`config.mk`:
```
export PLATFORM = sky130hd
export DESIGN_NAME = pipelined_addsub
export DESIGN_NICKNAME = d
export VERILOG_FILES = /design/src/rtl/addsub_pkg.sv /design/src/rtl/addsub_segment.sv /design/src/rtl/pipelined_addsub.sv
export SDC_FILE = /design/constraint.sdc
export NUM_CORES = 1
export LEC_CHECK = 0
export BUFFER_PORTS_ARGS = -buffer_cell sky130_fd_sc_hd__buf_2
export CAP_MARGIN = 15
export CELL_PAD_IN_SITES_DETAIL_PLACEMENT = 0
export CELL_PAD_IN_SITES_GLOBAL_PLACEMENT = 1
export CORE_ASPECT_RATIO = 1.5
export CORE_UTILIZATION = 35
export DETAILED_ROUTE_END_ITERATION = 8
export PLACE_DENSITY = 0.69
export REMOVE_ABC_BUFFERS = 1
export SLEW_MARGIN = 5
export SYNTH_ARGS = -nofsm -noshare
export SYNTH_HDL_FRONTEND = slang
export SYNTH_HIERARCHICAL = 1
export SYNTH_SLANG_ARGS = --single-unit
```
`constraint.sdc`:
```
create_clock -name clk -period 5.2 [get_ports clk]
set_input_delay 0.52 -clock clk [delete_from_list [all_inputs] [get_ports clk]]
set_output_delay 0.52 -clock clk [all_outputs]
set_load 0.01 [all_outputs]
```
`src/rtl/addsub_pkg.sv`:
```
// Shared types and helpers for the pipelined adder/subtractor.
package addsub_pkg;

   // Condition flags returned alongside every result.
   typedef struct packed {
      logic c;   // raw carry-out of the MSB (1 = no borrow on subtract)
      logic v;   // signed overflow
      logic z;   // result is zero
      logic n;   // result MSB
   } flags_t;

   // Width of one carry-chained segment.
   function automatic int seg_width(input int width, input int stages);
      return width / stages;
   endfunction

endpackage

```
`src/rtl/addsub_segment.sv`:
```
// One SEG-bit slice of the carry chain: sum and carry-out of a + b + cin.
module addsub_segment #(
   parameter int SEG = 8
) (
   input  logic [SEG-1:0] a,
   input  logic [SEG-1:0] b,
   input  logic           cin,
   output logic [SEG-1:0] sum,
   output logic           cout
);

   logic [SEG:0] total_s;

   // Plain ripple add, one bit wider to expose the carry-out.
   always_comb begin
      total_s = {1'b0, a} + {1'b0, b} + {{SEG{1'b0}}, cin};
   end

   assign sum  = total_s[SEG-1:0];
   assign cout = total_s[SEG];

endmodule

```
`src/rtl/pipelined_addsub.sv`:
```
// Pipelined WIDTH-bit add/subtract split into STAGES carry-chained segments.
// Stage k adds segment k (LSB first) using the carry registered by stage k-1;
// unconsumed operand bits and finished result bits travel with the operation
// so the whole result leaves the last stage aligned. A single global advance
// enable stalls every stage together when the consumer holds off.
module pipelined_addsub
   import addsub_pkg::*;
#(
   parameter int WIDTH  = 32,
   parameter int STAGES = 4,
   parameter int TAG_W  = 4
) (
   input  logic             clk,
   input  logic             reset,
   input  logic             in_valid,
   output logic             in_ready,
   input  logic [WIDTH-1:0] a,
   input  logic [WIDTH-1:0] b,
   input  logic             op_sub,
   input  logic             cin,
   input  logic [TAG_W-1:0] tag,
   output logic             out_valid,
   input  logic             out_ready,
   output logic [WIDTH-1:0] y,
   output logic             flag_c,
   output logic             flag_v,
   output logic             flag_z,
   output logic             flag_n,
   output logic [TAG_W-1:0] tag_out
);

   localparam int SEG = seg_width(WIDTH, STAGES);

   // Everything one operation carries between stages. The operand fields
   // hold the effective (already inverted for subtract) B so later stages
   // never need op_sub.
   typedef struct packed {
      logic             valid;
      logic             carry;
      logic [TAG_W-1:0] tag;
      logic [WIDTH-1:0] a;
      logic [WIDTH-1:0] b;
      logic [WIDTH-1:0] y;
   } stage_t;

   stage_t         stage_r [STAGES];
   stage_t         src_s   [STAGES];
   stage_t         nxt_s   [STAGES];
   stage_t         final_s;
   logic [SEG-1:0] sum_s   [STAGES];
   logic           cout_s  [STAGES];
   flags_t         flags_s;
   flags_t         flags_r;
   logic           adv_s;

   // Whole pipeline moves only when the output slot is empty or being taken.
   assign adv_s    = !stage_r[STAGES-1].valid || out_ready;
   assign in_ready = adv_s;

   // Stage inputs: stage 0 takes the ports, later stages their predecessor.
   always_comb begin
      src_s[0].valid = in_valid;
      src_s[0].carry = op_sub ? 1'b1 : cin;
      src_s[0].tag   = tag;
      src_s[0].a     = a;
      src_s[0].b     = op_sub ? ~b : b;
      src_s[0].y     = {WIDTH{1'b0}};
      for (int k = 1; k < STAGES; k++) begin
         src_s[k] = stage_r[k-1];
      end
   end

   for (genvar k = 0; k < STAGES; k++) begin : g_seg
      addsub_segment #(
         .SEG (SEG)
      ) u_seg (
         .a    (src_s[k].a[k*SEG +: SEG]),
         .b    (src_s[k].b[k*SEG +: SEG]),
         .cin  (src_s[k].carry),
         .sum  (sum_s[k]),
         .cout (cout_s[k])
      );
   end

   // Merge each segment's sum and carry into the operation it belongs to.
   always_comb begin
      for (int k = 0; k < STAGES; k++) begin
         nxt_s[k]                  = src_s[k];
         nxt_s[k].carry            = cout_s[k];
         nxt_s[k].y[k*SEG +: SEG]  = sum_s[k];
      end
   end

   assign final_s = nxt_s[STAGES-1];

   // Flags from the completed result of the last segment.
   always_comb begin
      flags_s   = 4'b0000;
      flags_s.c = final_s.carry;
      flags_s.n = final_s.y[WIDTH-1];
      flags_s.z = (final_s.y == {WIDTH{1'b0}});
      flags_s.v = (final_s.a[WIDTH-1] == final_s.b[WIDTH-1]) &&
                  (final_s.y[WIDTH-1] != final_s.a[WIDTH-1]);
   end

   // Stage registers and flags: cleared on reset, frozen while stalled.
   always_ff @(posedge clk) begin
      if (reset) begin
         for (int k = 0; k < STAGES; k++) begin
            stage_r[k] <= '0;
         end
         flags_r <= 4'b0000;
      end else if (adv_s) begin
         for (int k = 0; k < STAGES; k++) begin
            stage_r[k] <= nxt_s[k];
         end
         flags_r <= flags_s;
      end
   end

   assign out_valid = stage_r[STAGES-1].valid;
   assign y         = stage_r[STAGES-1].y;
   assign tag_out   = stage_r[STAGES-1].tag;
   assign flag_c    = flags_r.c;
   assign flag_v    = flags_r.v;
   assign flag_z    = flags_r.z;
   assign flag_n    = flags_r.n;

endmodule

```
==> load_flow_metrics.sql, run 1 <==
INSERT INTO impl_metrics (metric_group, metric, value, unit) VALUES
('status', 'outcome', 'finished clean', ''),
('min_path', 'hold_path.class', 'in -> reg', ''),
('synthesis', 'postSynthAreaPerCell', '14.1', 'um^2'),
('die', 'fp.dieW', '134', 'um'),
('cells_and_area', 'final_net_count', '875', ''),
('synthesis', 'synth_warnings', '6', ''),
('power', 'power.static_leakage', '4.62', 'nW'),
('power', 'max-vdd-ir-drop', '0.000192', 'V'),
('sta', 'clock_skew', '0.0101', 'ns'),
('die', 'core_area', '25800', 'um^2'),
('detailed_routing', 'first_pass_iters', '6', ''),
('power', 'p_switching', '801', 'uW'),
('sta', 'min_period_over_period', '49.4', '%'),
('place', 'post_place_setup_slack', '2.32', 'ns'),
('die', 'initial_utilization', '35.6', '%'),
('synthesis', 'synth_top_flop_cell', 'sky130_fd_sc_hd__edfxtp_1', ''),
('setup_path', 'worstSetupPathType', 'reg -> reg', ''),
('power', 'p_int', '2.93', 'mW'),
('place', 'placement.io_buffers', '115', ''),
('die', 'floorplan.die_area', '26900', 'um^2'),
('place', 'routabilityCongestion', '0.753', ''),
('detailed_routing', 'avgRoutedWirePerCell', '13.8', 'um'),
('clock_network', 'worst_setup_hold_path_clk_slew', '0.06', 'ns'),
('sta', 'layout_setup_ws', '2.63', 'ns'),
('global_routing', 'global_route_wire_length_before_repair', '24400', 'um'),
('die', 'io_pins', '116', ''),
('cells_and_area', 'postLayoutCoreUtil', '41.5', '%'),
('setup_path', 'r2r_setup_slack', '2.63', 'ns'),
('clock_network', 'cts_htree_levels', '1', ''),
('detailed_routing', 'final_antenna_net_count', '0', ''),
('synthesis', 'synth_largest_type_area_fraction', '65.2', '%'),
('setup_path', 'crit_required', '5.61', 'ns'),
('synthesis', 'ys_seq_area_share', '66.1', '%'),
('synthesis', 'syn_std_cell_area', '9170', 'um^2'),
('clock_network', 'postCtsSetupBuffers', '0', ''),
('sta', 'max_slew.worst_pin.slew', '1.09', 'ns'),
('global_routing', 'grt_util_all_layers', '11.6', '%'),
('global_routing', 'grt_max_degree', '131', ''),
('sta', 'rsz_0062_raised_after_global_routing', 'no', ''),
('cells_and_area', 'fillers', '2485', ''),
('synthesis', 'yosysMostFrequentCell', 'sky130_fd_sc_hd__edfxtp_1', ''),
('power', 'power.clock.fraction', '37.8', '%'),
('clock_network', 'cts_sinks', '203', ''),
('die', 'placement_rows', '72', ''),
('setup_path', 'cell_chain_critical_path', 'fa_1 > fa_1 > a21oi_1 > nor2_1 > nor2_1 > xnor2_1 > nor4_1 > and4_1 > nand3_1 > o21ai_0', ''),
('sta', 'report.final.setup_viol', '0', ''),
('setup_path', 'timing.critical_path.from_type', 'register', ''),
('cells_and_area', 'diodes', '0', ''),
('cells_and_area', 'sequential_cell_area', '6060', 'um^2'),
('clock_network', 'tritoncts', 'done', ''),
('power', 'power_per_cell_area', '349', 'nW/um^2'),
('sta', 'hold_viol', '0', ''),
('detailed_routing', 'drc', '0', ''),
('setup_path', 'critical_path_arrival', '2.98', 'ns'),
('global_routing', 'use_met3', '1.87', '%'),
('clock_network', 'cts.root.buffer_cell', 'sky130_fd_sc_hd__clkbuf_16', ''),
('setup_path', 'cp-end-kind', 'register', ''),
('detailed_routing', 'initialDrtViolationCount', '272', ''),
('global_routing', 'antenna_found_initial', '0', ''),
('clock_network', 'ctsHoldBuffers', '0', ''),
('cells_and_area', 'synthToLayoutAreaGrowth', '16.7', '%'),
('setup_path', 'timing.critical_path.slowest_stage_cell', 'sky130_fd_sc_hd__fa_1', ''),
('setup_path', 'cp_slowest_stage_delay', '0.48', 'ns'),
('power', 'finalPower', '3.73', 'mW'),
('synthesis', 'synth_top_cells_by_area', 'sky130_fd_sc_hd__edfxtp_1 65%, sky130_fd_sc_hd__and2_1 12%, sky130_fd_sc_hd__ha_1 3.8%, sky130_fd_sc_hd__xnor2_1 3.1%, sky130_fd_sc_hd__fa_1 1.7%', ''),
('detailed_routing', 'vias_per_cell', '4.47', ''),
('setup_path', 'maximum_fanout_encountered_on_the_critical_timing_path', '2', ''),
('cells_and_area', 'fraction_of_layout_instances_using_a_drive_strength_above_1', '20.6', '%'),
('sta', 'timing.slew.headroom', '27.5', '%'),
('sta', 'final.min_clock_period', '2.57', 'ns'),
('clock_network', 'cts_inserted_buffers', '20', '');
-- worst paths after layout --
check             depth (start not counted)     end
setup / recovery                         10  flag_z
hold / removal                            2  flag_v
setup reg to reg                         10  flag_z
hold reg to reg                           1  flag_n
-- flip-flops by register name, summed over array words and instances (netlist names) --
signal	flops
flag_c	1
flag_n	1
flag_v	1
flag_z	1
stage_r	199
-- area by class of cell --
cell class	instances	area share, %
sequential	203	56.6
multi-input combinational	408	27.2
timing repair buffer	119	5.78
clock buffer	24	5.02
tap	333	3.90
clock inverter	10	0.924
inverter	13	0.526
-- layer usage --
layer / vias to the layer above / part of all wire, % / routed length [um]
met5: - / 0 / 0
met4: 0 / 1.9 / 297
met3: 24 / 4.1 / 622
met2: 86 / 54 / 8220
met1: 2321 / 41 / 6220
li1: 2532 / - / -
-- power by group through the flow --
stage          combinational [mW]  sequential, mW  clock (mW)
4_1_cts                     0.371            1.97        1.45
5_1_grt                     0.412            1.98        1.51
6_report                    0.361            1.96        1.41
3_5_place_dp                0.370            2.00           0
3_3_place_gp                0.365            2.00           0
2_1_floorplan               0.238            2.00           0
-- logic make-up after synthesis --
| kind of cell | Yosys count | synth area share [%] |
|---|---|---|
| AO/OA/AOI/OAI | 57 | 4.44 |
| XOR/XNOR | 48 | 4.59 |
| adder cells (fa/ha/maj) | 36 | 5.57 |
| buffers and inverters | 40 | 2.16 |
| flip-flops | 203 | 66.1 |
| multiplexers | 3 | 0.328 |
| AND/OR/NAND/NOR | 264 | 16.9 |
-- critical path, delay by kind of cell, from the launching register on --
family	cells	cell delay, ns
AND/OR/NAND/NOR	5	0.75
flip-flops	1	0.40
XOR/XNOR	1	0.10
adder cells (fa/ha/maj)	2	0.89
AO/OA/AOI/OAI	2	0.36
-- placed cells by master (no fill, tap or decap), types with 9 or more instances in the layout --
| cell | netlist | final |
|---|---|---|
| sky130_fd_sc_hd__and2_1 | 174 | 174 |
| sky130_fd_sc_hd__a21o_1 | 9 | 9 |
| sky130_fd_sc_hd__edfxtp_1 | 199 | 199 |
| sky130_fd_sc_hd__xor2_1 | 16 | 16 |
| sky130_fd_sc_hd__xnor2_1 | 32 | 32 |
| sky130_fd_sc_hd__nor2_1 | 31 | 31 |
| sky130_fd_sc_hd__ha_1 | 28 | 28 |
| sky130_fd_sc_hd__buf_2 | 6 | 115 |
| sky130_fd_sc_hd__nand2_1 | 11 | 11 |
| sky130_fd_sc_hd__nor4_1 | 12 | 12 |
| sky130_fd_sc_hd__nand3_1 | 10 | 10 |
| sky130_fd_sc_hd__clkbuf_16 | 0 | 21 |
| sky130_fd_sc_hd__a21oi_1 | 18 | 18 |
-- through the flow --
stage / hold slack, ns / instance area, um^2
2_1_floorplan: 0.483 / 9020
3_3_place_gp: 0.450 / 10100
3_5_place_dp: 0.452 / 10100
4_1_cts: 0.254 / 10700
5_1_grt: 0.284 / 10700
6_report: 0.275 / 10700
Note: power is estimated with default switching activity, not from simulation.
==> run 2, diff against run 1 <==
Clock period 5.2 ns to 2.11 ns, I/O delays scaled along.
==> run 2 against run 1 <==
- the run now ends with negative setup slack left
- register-to-register slack lost 2.8 ns
- setup slack lost 2.8 ns
- sequential power grew 150%
- clock power grew 140%
- global-route usage grew 0.49 points
- die area is the same
- final area grew 6.6%
- first-iteration DRC count shrank 6.6%
- combinational power grew to 2.8 times the previous value
- largest power group unchanged
==> load_flow_metrics.sql, run 2 (synthesis gave the netlist of run 1 again) <==
INSERT INTO impl_metrics (metric_group, metric, value, unit) VALUES
('die', 'fp.dieW', '134', 'um'),
('clock_network', 'cts_inserted_buffers', '22', ''),
('power', 'share_comb_of_total_power', '11.0', '%'),
('clock_network', 'worst_setup_hold_path_clk_slew', '0.06', 'ns'),
('min_path', 'min_delay_path_depth', '2', ''),
('cells_and_area', 'diodes', '0', ''),
('die', 'core_area', '25800', 'um^2'),
('global_routing', 'antenna_found_initial', '0', ''),
('die', 'floorplan.die_area', '26900', 'um^2'),
('die', 'die_y', '200', 'um'),
('sta', 'rsz_0062_raised_after_global_routing', 'yes', ''),
('sta', 'hold_viol', '0', ''),
('setup_path', 'crit_required', '2.53', 'ns'),
('sta', 'fmaxAchievable', '439', 'MHz'),
('cells_and_area', 'synthToLayoutAreaGrowth', '24.4', '%'),
('sta', 'clock_skew', '0.0119', 'ns'),
('power', 'switching_share', '21.8', '%'),
('cells_and_area', 'registers.top_by_ff_count', 'stage_r', ''),
('cells_and_area', 'layout_commonest_cell', 'sky130_fd_sc_hd__edfxtp_1', ''),
('global_routing', 'grt_max_degree', '129', ''),
('status', 'failed_checks', 'negative setup slack', ''),
('detailed_routing', 'drc', '0', ''),
('setup_path', 'maximum_fanout_encountered_on_the_critical_timing_path', '2', ''),
('detailed_routing', 'initialDrtViolationCount', '254', ''),
('clock_network', 'cts.root.buffer_cell', 'sky130_fd_sc_hd__clkbuf_16', ''),
('cells_and_area', 'final_non_filler_cells', '1170', ''),
('setup_path', 'cp_slowest_stage_delay', '0.42', 'ns'),
('die', 'initial_utilization', '35.6', '%'),
('status', 'outcome', 'complete, but fails checks', ''),
('detailed_routing', 'final_antenna_net_count', '0', ''),
('sta', 'max_slew.worst_pin.slew', '0.625', 'ns'),
('setup_path', 'r2r_path_start', 'stage_r[2][100]', ''),
('place', 'post_place_setup_slack', '-0.388', 'ns'),
('detailed_routing', 'avgRoutedWirePerCell', '13.5', 'um'),
('clock_network', 'tritoncts', 'done', ''),
('min_path', 'worst_hold_startpoint', 'a[21]', ''),
('setup_path', 'rr_worst_depth', '10', ''),
('power', 'power_per_cell_area', '814', 'nW/um^2'),
('cells_and_area', 'final_net_count', '935', ''),
('setup_path', 'r2r_setup_slack', '-0.17', 'ns'),
('setup_path', 'critical_path_arrival', '2.69', 'ns'),
('global_routing', 'grt_util_all_layers', '12.1', '%'),
('setup_path', 'cp-end-kind', 'register', ''),
('power', 'power.static_leakage', '4.94', 'nW'),
('global_routing', 'global_route_wire_length_before_repair', '25600', 'um'),
('power', 'p_switching', '2.02', 'mW'),
('setup_path', 'timing.critical_path.from_type', 'register', ''),
('power', 'max-vdd-ir-drop', '0.000466', 'V'),
('place', 'placement.io_buffers', '115', ''),
('sta', 'final.min_clock_period', '2.28', 'ns'),
('setup_path', 'cell_chain_critical_path', 'fa_2 > fa_2 > a21oi_2 > nor2_1 > nor2_1 > xnor2_1 > nor4_2 > and4_1 > nand3_1 > o21ai_1', ''),
('clock_network', 'clock_latency', '0.49', 'ns'),
('place', 'place.detailed.instances', '1113', ''),
('sta', 'report.final.setup_viol', '1', ''),
('detailed_routing', 'routed_wl', '15800', 'um'),
('setup_path', 'worstSetupPathType', 'reg -> reg', ''),
('sta', 'layout_setup_ws', '-0.168', 'ns'),
('sta', 'timing.slew.headroom', '58.2', '%'),
('clock_network', 'cts_sinks', '203', ''),
('place', 'post-dp-hpwl', '10900', 'um'),
('clock_network', 'maximum_count_of_clock_buffers_along_a_single_path', '3', ''),
('power', 'finalPower', '9.28', 'mW'),
('global_routing', 'grt_overflow_total', '0', ''),
('sta', 'min_period_over_period', '108', '%'),
('global_routing', 'first_global_vias', '5118', ''),
('detailed_routing', 'vias_per_cell', '4.42', ''),
('power', 'p_int', '7.26', 'mW'),
('setup_path', 'timing.critical_path.slowest_stage_cell', 'sky130_fd_sc_hd__fa_2', ''),
('power', 'pwr-share-seq', '52.2', '%'),
('die', 'io_pins', '116', ''),
('setup_path', 'worst_r2r_endpoint', 'flag_z', ''),
('sta', 'slew_viol_final', '0', ''),
('min_path', 'hold_path.class', 'in -> reg', ''),
('place', 'routabilityCongestion', '0.745', ''),
('die', 'placement_rows', '72', ''),
('cells_and_area', 'fraction_of_layout_instances_using_a_drive_strength_above_1', '26.5', '%'),
('power', 'power.clock.fraction', '36.8', '%'),
('cells_and_area', 'mostFrequentLayoutCells', '199 x sky130_fd_sc_hd__edfxtp_1, 174 x sky130_fd_sc_hd__and2_1, 115 x sky130_fd_sc_hd__buf_2', ''),
('flow_run', 'drv.max_cap_violation_count', '0', ''),
('cells_and_area', 'largest_reg_flops', '199', ''),
('min_path', 'min_delay_worst_endpoint', 'stage_r[0][85]', ''),
('detailed_routing', 'first_pass_iters', '4', ''),
('clock_network', 'cts_htree_levels', '1', ''),
('detailed_routing', 'via_count', '5166', '');
run 2: power by group through the flow:
stage	combinational, mW	clock, mW	sequential, mW
after floorplan	0.585	0	4.93
after global placement	0.976	0	4.92
after detailed placement	0.987	0	4.93
after CTS	1.03	3.53	4.85
after global routing	1.16	3.68	4.87
final	1.02	3.42	4.84
run 2: layout make-up:
| type | instances | area, um^2 |
|---|---|---|
| well taps | 333 | 417 |
| clock inverters | 8 | 46.3 |
| fillers | 2430 | 14400 |
| clock buffers | 28 | 594 |
| multi-input cells | 408 | 3040 |
| repair buffers | 177 | 1190 |
| flip-flops and latches | 203 | 6060 |
| inverters | 13 | 56.3 |
run 2: through the flow:
step                instance area, um^2  setup TNS (ns)  util (%)  hold WS, ns
finish                            11400          -0.168      44.3       0.0204
global route                      11400          -0.634      44.3       0.0133
CTS                               11300          -0.266      43.8      0.00982
detailed placement                10400           -2.48      40.5        0.445
global placement                  10400           -1.93      40.5        0.437
floorplan                          9020         -664.71         -        0.283
run 2: repair_timing:
action / 4_1_cts / 5_1_grt
setup buffers: 0 / 2
endpoints found under the setup margin: 11 / 9
hold buffers: 19 / 0
endpoints found under the hold margin: 20 / 0
pin swaps: 12 / 13
resized for setup: 16 / 17
run 2: how the worst max path moves through the flow:
stage	cells past startpoint	slack, ns	to	startpoint
final	10	-0.17	flag_z	stage_r[2][100]
after CTS	9	-0.27	flag_z	stage_r[2][100]
after floorplan	3	-3.09	stage_r[0][0]	stage_r[3][101]
after global placement	9	-0.35	flag_z	stage_r[2][88]
after detailed placement	9	-0.39	flag_z	stage_r[2][88]
after global routing	10	-0.31	flag_z	stage_r[2][100]
run 2: worst max-delay path: cells and delay by family (launching register included):
family	cells	cell delay (ns)
compound gates	2	0.29
xor+xnor	1	0.12
fa+ha+maj	2	0.78
flops	1	0.40
simple gates	5	0.62
run 2: per-layer routing:
layer  track usage (%)  share of wire [%]  up-vias
met5                 0                  0        -
met4              3.73                2.1        0
met3              1.65                3.2       24
met2              22.9                 55       80
met1              13.7                 40     2406
li1                  -                  -     2656
==> run 3, diff against run 2 <==
Clock period 2.11 ns to 1.9 ns, I/O delays scaled along.
==> run 3 against run 2 <==
- the flow still finishes with violations (negative setup slack)
- flip-flop and latch count unchanged
- wire length decreased by 0.15%
- final cell count grew 2.1%
- critical path type unchanged
- largest power group unchanged
==> load_flow_metrics.sql, run 3 (synthesis gave the netlist of run 1 again) <==
INSERT INTO impl_metrics (metric_group, metric, value, unit) VALUES
('status', 'outcome', 'complete, but fails checks', ''),
('status', 'failed_checks', 'negative setup slack', ''),
('place', 'placement.io_buffers', '115', ''),
('cells_and_area', 'fraction_of_layout_instances_using_a_drive_strength_above_1', '27.9', '%'),
('setup_path', 'crit_required', '2.31', 'ns'),
('cells_and_area', 'multi_input_area', '3030', 'um^2'),
('detailed_routing', 'drc', '0', ''),
('die', 'core_area', '25800', 'um^2'),
('cells_and_area', 'sequential_cell_area', '6060', 'um^2'),
('cells_and_area', 'layout_commonest_cell', 'sky130_fd_sc_hd__edfxtp_1', ''),
('power', 'switching_share', '21.8', '%'),
('die', 'fp.dieW', '134', 'um'),
('sta', 'rsz_0062_raised_after_global_routing', 'yes', ''),
('sta', 'final.min_clock_period', '2.36', 'ns'),
('clock_network', 'clock_latency', '0.49', 'ns'),
('cells_and_area', 'postLayoutCoreUtil', '44.8', '%'),
('power', 'max-vdd-ir-drop', '0.000575', 'V'),
('cells_and_area', 'fillers', '2387', ''),
('place', 'routabilityCongestion', '0.780', ''),
('place', 'post-dp-hpwl', '11000', 'um'),
('power', 'pwr-share-seq', '52.9', '%'),
('cells_and_area', 'largest_reg_flops', '199', ''),
('power', 'p_switching', '2.22', 'mW'),
('clock_network', 'maximum_count_of_clock_buffers_along_a_single_path', '3', ''),
('cells_and_area', 'final_net_count', '957', ''),
('detailed_routing', 'via_count', '5238', ''),
('setup_path', 'critical_path_arrival', '2.77', 'ns'),
('sta', 'layout_setup_ws', '-0.460', 'ns'),
('detailed_routing', 'routed_wl', '15800', 'um'),
('cells_and_area', 'final_non_filler_cells', '1194', ''),
('power', 'power.clock.fraction', '35.3', '%'),
('sta', 'max_slew.worst_pin.slew', '0.625', 'ns'),
('setup_path', 'cp-end-kind', 'register', ''),
('clock_network', 'tritoncts', 'done', ''),
('flow_run', 'drv.max_cap_violation_count', '0', ''),
('global_routing', 'global_route_wire_length_before_repair', '25100', 'um'),
('detailed_routing', 'final_antenna_net_count', '0', ''),
('die', 'io_pins', '116', ''),
('setup_path', 'timing.critical_path.from_type', 'register', ''),
('die', 'floorplan.die_area', '26900', 'um^2'),
('global_routing', 'grt_overflow_total', '0', ''),
('sta', 'hold_viol', '0', ''),
('detailed_routing', 'initialDrtViolationCount', '191', ''),
('detailed_routing', 'first_pass_iters', '4', ''),
('power', 'finalPower', '10.2', 'mW'),
('setup_path', 'maximum_fanout_encountered_on_the_critical_timing_path', '2', ''),
('power', 'share_comb_of_total_power', '11.9', '%'),
('power', 'power.static_leakage', '5.00', 'nW'),
('sta', 'slew_viol_final', '0', ''),
('detailed_routing', 'vias_per_cell', '4.39', ''),
('clock_network', 'worst_setup_hold_path_clk_slew', '0.07', 'ns'),
('global_routing', 'grt_util_all_layers', '11.9', '%'),
('setup_path', 'worstSetupPathType', 'reg -> reg', ''),
('clock_network', 'cts_htree_levels', '1', ''),
('clock_network', 'cts.root.buffer_cell', 'sky130_fd_sc_hd__clkbuf_16', ''),
('cells_and_area', 'mostFrequentLayoutCells', '199 x sky130_fd_sc_hd__edfxtp_1, 174 x sky130_fd_sc_hd__and2_1, 115 x sky130_fd_sc_hd__buf_2', ''),
('die', 'die_y', '200', 'um'),
('global_routing', 'grt_max_degree', '64', ''),
('global_routing', 'first_global_vias', '5119', ''),
('sta', 'min_period_over_period', '124', '%'),
('detailed_routing', 'avgRoutedWirePerCell', '13.2', 'um'),
('cells_and_area', 'diodes', '0', ''),
('cells_and_area', 'synthToLayoutAreaGrowth', '26.0', '%'),
('die', 'placement_rows', '72', ''),
('sta', 'fmaxAchievable', '424', 'MHz'),
('place', 'place.detailed.instances', '1128', ''),
('cells_and_area', 'registers.top_by_ff_count', 'stage_r', ''),
('clock_network', 'cts_inserted_buffers', '20', ''),
('sta', 'clock_skew', '0.0127', 'ns'),
('global_routing', 'antenna_found_initial', '0', ''),
('power', 'power_per_cell_area', '880', 'nW/um^2'),
('sta', 'report.final.setup_viol', '14', ''),
('die', 'initial_utilization', '35.6', '%'),
('sta', 'timing.slew.headroom', '58.2', '%'),
('clock_network', 'cts_sinks', '203', ''),
('min_path', 'hold_path.class', 'in -> reg', ''),
('power', 'p_int', '7.95', 'mW');
run 3: cell types whose count changed in the layout (fill, tap and decap cells not counted), moves of 2 or more:
cell                            change
sky130_fd_sc_hd__clkinvlp_4         +3
sky130_fd_sc_hd__nor2_1             +2
sky130_fd_sc_hd__o21ai_1            +2
sky130_fd_sc_hd__nor2_2             -2
sky130_fd_sc_hd__dlygate4sd3_1      +4
sky130_fd_sc_hd__a21oi_2            +6
sky130_fd_sc_hd__clkbuf_16          -2
sky130_fd_sc_hd__buf_6              +2
sky130_fd_sc_hd__a21oi_1            -5
sky130_fd_sc_hd__buf_4             +18
run 3: critical path: stages (launching register included):
cell and delay (ns):
sky130_fd_sc_hd__edfxtp_1 0.41, sky130_fd_sc_hd__fa_2 0.42, sky130_fd_sc_hd__fa_2 0.36, sky130_fd_sc_hd__a21oi_2 0.15, sky130_fd_sc_hd__buf_4 0.12, sky130_fd_sc_hd__o21bai_1 0.06
sky130_fd_sc_hd__xor2_1 0.15, sky130_fd_sc_hd__nor4_1 0.22, sky130_fd_sc_hd__and4_1 0.21, sky130_fd_sc_hd__nand3_1 0.07, sky130_fd_sc_hd__o21ai_1 0.13
run 3: layout make-up:
class	count	share of cell area, %
Timing Repair Buffer	201	12.0
Tap cell	333	3.61
Clock buffer	27	4.75
Clock inverter	9	0.412
Sequential cell	203	52.4
Multi-Input combinational cell	408	26.3
Inverter	13	0.488
run 3: power groups by stage:
stage	Clock, mW	Combinational, mW	Sequential (mW)
final	3.58	1.21	5.37
after floorplan	0	0.650	5.47
after detailed placement	0	1.16	5.47
after global routing	3.89	1.36	5.41
after global placement	0	1.14	5.47
after CTS	3.72	1.22	5.38
run 3: per-stage QoR:
step / TNS (ns) / setup slack [ns] / area (um^2) / hold slack, ns
after CTS: -2.59 / -0.555 / 11500 / 0.00317
after global routing: -3.80 / -0.611 / 11500 / 0.0147
after floorplan: -743.95 / -3.30 / 9020 / 0.262
final: -2.51 / -0.460 / 11500 / 0.0171
after detailed placement: -6.58 / -0.599 / 10500 / 0.455
after global placement: -5.86 / -0.548 / 10500 / 0.450
run 3: worst paths after layout:
kind,start,endpoint,slack (ns),cells after the start
worst max-delay path,stage_r[2][88],flag_z,-0.46,10
worst min-delay path,a[22],stage_r[0][86],0.02,2
worst max register to register,stage_r[2][88],flag_z,-0.46,10
worst min register to register,flag_z,flag_z,0.45,2
run 3: timing repair:
action	CTS	global route
gates resized for setup	25	9
setup buffers	8	3
endpoints found under the setup margin	18	21
hold buffers	23	0
pin swaps	15	10
cloned	0	0
hold endpoints to repair	24	0
run 3: routing by layer:
metal	up-vias	global-route usage (%)	share of wire [%]
met2	84	22.6	55
met4	0	3.65	2.0
met1	2430	13.3	40
met3	23	1.77	3.5
met5	-	0	0
li1	2701	-	-
